## src/rtl/spi_controller.sv

```systemverilog
// rtl/spi_controller.sv - SPI write master: 16-bit {W, addr, data} frames, mode 0.
// Every output is a flop loaded from the previous cycle's state, so pins lag the FSM by one clock.
module spi_controller #(
    parameter int CLK_DIV = 4
) (
    input  logic       clk,
    input  logic       rst,
    input  logic       start,
    input  logic [6:0] addr,
    input  logic [7:0] wdata,
    output logic       ncs,
    output logic       sclk,
    output logic       copi,
    output logic       busy,
    output logic       done
);

    typedef enum logic [2:0] {
        IDLE,
        SETUP,
        SHIFT,
        HOLD,
        GAP
    } state_t;

    localparam logic [7:0] DIV_LAST = 8'(CLK_DIV - 1);

    state_t      state_q, state_d;
    logic [7:0]  div_q, div_d;
    logic [3:0]  bit_q, bit_d;
    logic        phase_q, phase_d;
    logic [15:0] shift_q, shift_d;
    logic        ncs_q, ncs_d;
    logic        sclk_q, sclk_d;
    logic        copi_q, copi_d;
    logic        busy_q, busy_d;
    logic        done_q, done_d;
    logic        div_last;
    logic        frame_active;

    assign div_last     = (div_q == DIV_LAST);
    assign frame_active = (state_q == SETUP) || (state_q == SHIFT) || (state_q == HOLD);

    always_comb begin
        state_d = state_q;
        div_d   = div_last ? 8'd0 : div_q + 8'd1;
        bit_d   = bit_q;
        phase_d = phase_q;
        shift_d = shift_q;
        busy_d  = (state_q != IDLE);
        done_d  = 1'b0;

        case (state_q)
            IDLE: begin
                div_d = 8'd0;
                if (start) begin
                    state_d = SETUP;
                    shift_d = {1'b1, addr, wdata};
                    bit_d   = 4'd0;
                    phase_d = 1'b1;
                    busy_d  = 1'b1;
                end
            end
            SETUP: begin
                if (div_last) begin
                    state_d = SHIFT;
                end
            end
            SHIFT: begin
                // phase_q=1 is the sclk-high half; data advances when it ends
                if (div_last) begin
                    if (phase_q) begin
                        phase_d = 1'b0;
                        if (bit_q != 4'd15) begin
                            shift_d = {shift_q[14:0], 1'b0};
                        end
                    end else if (bit_q == 4'd15) begin
                        state_d = HOLD;
                    end else begin
                        bit_d   = bit_q + 4'd1;
                        phase_d = 1'b1;
                    end
                end
            end
            HOLD: begin
                if (div_last) begin
                    state_d = GAP;
                end
            end
            GAP: begin
                if (div_last) begin
                    state_d = IDLE;
                    done_d  = 1'b1;
                end
            end
            default: begin
                state_d = IDLE;
            end
        endcase

        ncs_d  = !frame_active;
        sclk_d = (state_q == SHIFT) && phase_q;
        copi_d = frame_active && shift_q[15];
    end

    always_ff @(posedge clk) begin
        if (rst) begin
            state_q <= IDLE;
            div_q   <= 8'd0;
            bit_q   <= 4'd0;
            phase_q <= 1'b0;
            shift_q <= 16'd0;
            ncs_q   <= 1'b1;
            sclk_q  <= 1'b0;
            copi_q  <= 1'b0;
            busy_q  <= 1'b0;
            done_q  <= 1'b0;
        end else begin
            state_q <= state_d;
            div_q   <= div_d;
            bit_q   <= bit_d;
            phase_q <= phase_d;
            shift_q <= shift_d;
            ncs_q   <= ncs_d;
            sclk_q  <= sclk_d;
            copi_q  <= copi_d;
            busy_q  <= busy_d;
            done_q  <= done_d;
        end
    end

    assign ncs  = ncs_q;
    assign sclk = sclk_q;
    assign copi = copi_q;
    assign busy = busy_q;
    assign done = done_q;

endmodule

```

## config.mk

```make
export PLATFORM = sky130hd
export DESIGN_NAME = spi_controller
export DESIGN_NICKNAME = d
export VERILOG_FILES = /design/src/rtl/spi_controller.sv
export SDC_FILE = /design/constraint.sdc
export NUM_CORES = 1
export LEC_CHECK = 0
export ABC_AREA = 1
export BUFFER_PORTS_ARGS = -buffer_cell sky130_fd_sc_hd__buf_4
export CORE_MARGIN = 5
export CORE_UTILIZATION = 46
export CTS_CLUSTER_DIAMETER = 80
export DETAILED_ROUTE_END_ITERATION = 8
export PLACE_DENSITY = 0.66
export SLEW_MARGIN = 20
export SYNTH_ARGS = -nofsm -noshare
export SYNTH_HDL_FRONTEND = slang
export SYNTH_SLANG_ARGS = --single-unit
```

## constraint.sdc

```tcl
create_clock -name clk -period 1.88 [get_ports clk]
set_input_delay 0.376 -clock clk [delete_from_list [all_inputs] [get_ports clk]]
set_output_delay 0.376 -clock clk [all_outputs]
set_load 0.05 [all_outputs]
```

==> out/results.ini <==
[route]
drc = 0
num_vias = 1590
wl_per_cell_um = 9.28
drt_iter0_drc = 110
vias_per_cell = 4.56
ant_nets = 0
dr.pass1.iters = 4
wirelength_um = 3240

[clock_tree]
htreeDepth = 2
cts-buffers-inserted = 5
clk_latency_ps = 280
cts_setup_buffers = 0
cts.path.max_buffers = 2
clk_pin_slew_ps = 70
cts_tree = done
cts.sinks = 37
cts-resized-gates = 0
cts_hold_buf = 0
cts_root_buf = clkbuf_8

[synth]
synth_cell_types = 26
synthCells = 276
syn_area_um2 = 1800
synth-seq-area-share = 0.412
syn_avg_cell_area_um2 = 6.52
syn_nets = 296
yosysWarnings = 0
synth_seq_cells = 37

[placed_design]
gp_congestion = 0.807
place.port_buffers = 22
hpwl_um = 2290

[pwr]
ir_drop_v = 0.000753
leakage_nw = 1.03
finalPower_mw = 3.04
pwr_density_cell_nw_per_um2 = 1460

[critical_path]
critPathBufInv = 1
crit_top_cell = nand2_1
critical_path.max_stage_delay_ps = 320
cp-end-kind = flop
critPathKind = reg -> reg
slowest_stage = dfxtp_1
worstPathArrival_ps = 1800
path_max_fanout = 31
crit_family = simple AND/OR/NAND/NOR gates
start_kind = flop
required_ps = 2060
path_cells = ha_1, nand2_1, nor2_1, nand2_1, nand2_2, nand3_2, buf_4, nand2_1, nand2_1, nor2_1

[die]
die_w_um = 72.5
fp.dieH_um = 72.5
start_util = 0.484
num_rows = 22
pin_count = 23
core-area_um2 = 3720
fp.dieArea_um2 = 5260

[sta]
rsz0062_at_grt = no
setup_viol = 0
setup_tns_ps = 0
slew_headroom = 0.782
drv_slew = 0
min_period_over_period = 0.862
fin_skew_ps = 3.46
max_freq_mhz = 617
period_needed_ps = 1620
hold_viol_final = 0
tightest_slew_ps = 326

[global_route]
grt_max_degree = 32
antenna_found_initial = 0
overflow = 0
grt_pass1_vias = 1386
grt_usage = 0.134
grt_pass1_wl_um = 5670

[final_layout]
nets = 320
syn_to_final_growth_pct = 15.9
n_antenna_cell = 0
layout-drive-gt1-share = 0.156

[hold_path]
hold_path_class = in -> reg

[run_status]
outcome = complete, no violations

[job]
max-cap-violations = 0

[Yosys cell counts]
cell type / n / area [µm²]
nand3b_1: 2 / 15.0
o21ai_1: 1 / 5.00
ha_1: 2 / 25.0
a21oi_1: 10 / 50.1
or2_2: 1 / 6.26
inv_2: 2 / 7.51
inv_1: 34 / 128
clkinv_1: 1 / 3.75
nor3_1: 1 / 5.00
xor2_1: 1 / 8.76
nand4_1: 5 / 31.3
o21ai_2: 2 / 17.5
nor2_1: 51 / 191
buf_2: 3 / 15.0
buf_6: 2 / 22.5
clkbuf_1: 3 / 11.3
nand2_2: 3 / 18.8
nor2_4: 1 / 11.3
dfxtp_1: 37 / 741
inv_4: 1 / 6.26
nand2_1: 84 / 315
nor2_2: 1 / 6.26
nand3_2: 3 / 30.0
nand3_1: 8 / 40.0
o21ai_0: 16 / 80.1
nor3b_1: 1 / 7.51
[cell type report]
cell class                      count  area (µm²)
Clock buffer                        5        68.8
Clock inverter                      3        17.5
Fill cell                         398        1630
Inverter                           38         145
Multi-Input combinational cell    193         865
Sequential cell                    37         741
Tap cell                           48        60.1
Timing Repair Buffer               25         188
[worst reg2reg max path, delay by kind of cell, from the launching register on]
family                   cells  cell delay (ps)
adder cells (fa/ha/maj)      1              230
buffers and inverters        1              280
AND/OR/NAND/NOR              8              680
flip-flops                   1              320
[flip-flops by register name, summed over array words and instances, names as in the netlist]
signal / flops
copi: 1
done: 1
ncs: 1
sclk: 1
bit_q: 4
busy: 1
phase_q: 1
state_q: 3
div_q: 8
shift_q: 16
[layer usage]
metal  global-route usage  wire length, µm  vias up
li1                     -                -      888
met1                0.176             1640      672
met2                0.201             1400       28
met3               0.0499              173        2
met4               0.0492               27        0
met5                    0                0        -
[power breakdown]
group / total (mW) / switching, mW / internal, mW
Combinational: 1.37 / 0.900 / 0.474
Sequential: 1.13 / 0.117 / 1.01
Clock: 0.534 / 0.279 / 0.256
[path summary, 6_finish.rpt]
check	startpoint	to	slack (ps)	cells after the start
max reg2reg	div_q[0]$_SDFF_PP0_	shift_q[13]$_SDFFE_PP0P_	260	10
max	div_q[0]$_SDFF_PP0_	shift_q[13]$_SDFFE_PP0P_	260	10
min reg2reg	div_q[0]$_SDFF_PP0_	div_q[0]$_SDFF_PP0_	440	1
min	rst	shift_q[0]$_SDFFE_PP0P_	310	2
[cell families after synthesis]
| logic type | share of synthesized area |
|---|---|
| simple gates | 0.377 |
| buf+inv | 0.108 |
| flops | 0.412 |
| compound gates | 0.0848 |
| fa+ha+maj | 0.0139 |
| xor+xnor | 0.00487 |
[through the flow]
step,util,hold WS (ps),setup slack [ps],cells,area (µm²)
floorplan,-,416,442,276,1800
global placement,0.538,429,314,341,2000
detailed placement,0.538,440,256,341,2000
CTS,0.561,299,239,349,2080
global route,0.561,290,42.4,349,2080
finish,0.561,309,259,349,2080
[cells in the final DEF, fill, tap and decap left out, types with 5 or more instances in the layout]
| cell | count |
|---|---|
| nor2_1 | 51 |
| clkbuf_8 | 5 |
| a21oi_1 | 10 |
| dfxtp_1 | 37 |
| o21ai_0 | 16 |
| buf_4 | 25 |
| nand4_1 | 5 |
| nand2_1 | 84 |
| inv_1 | 34 |
| nand3_1 | 8 |
Note: power is estimated with default switching activity, not from simulation.
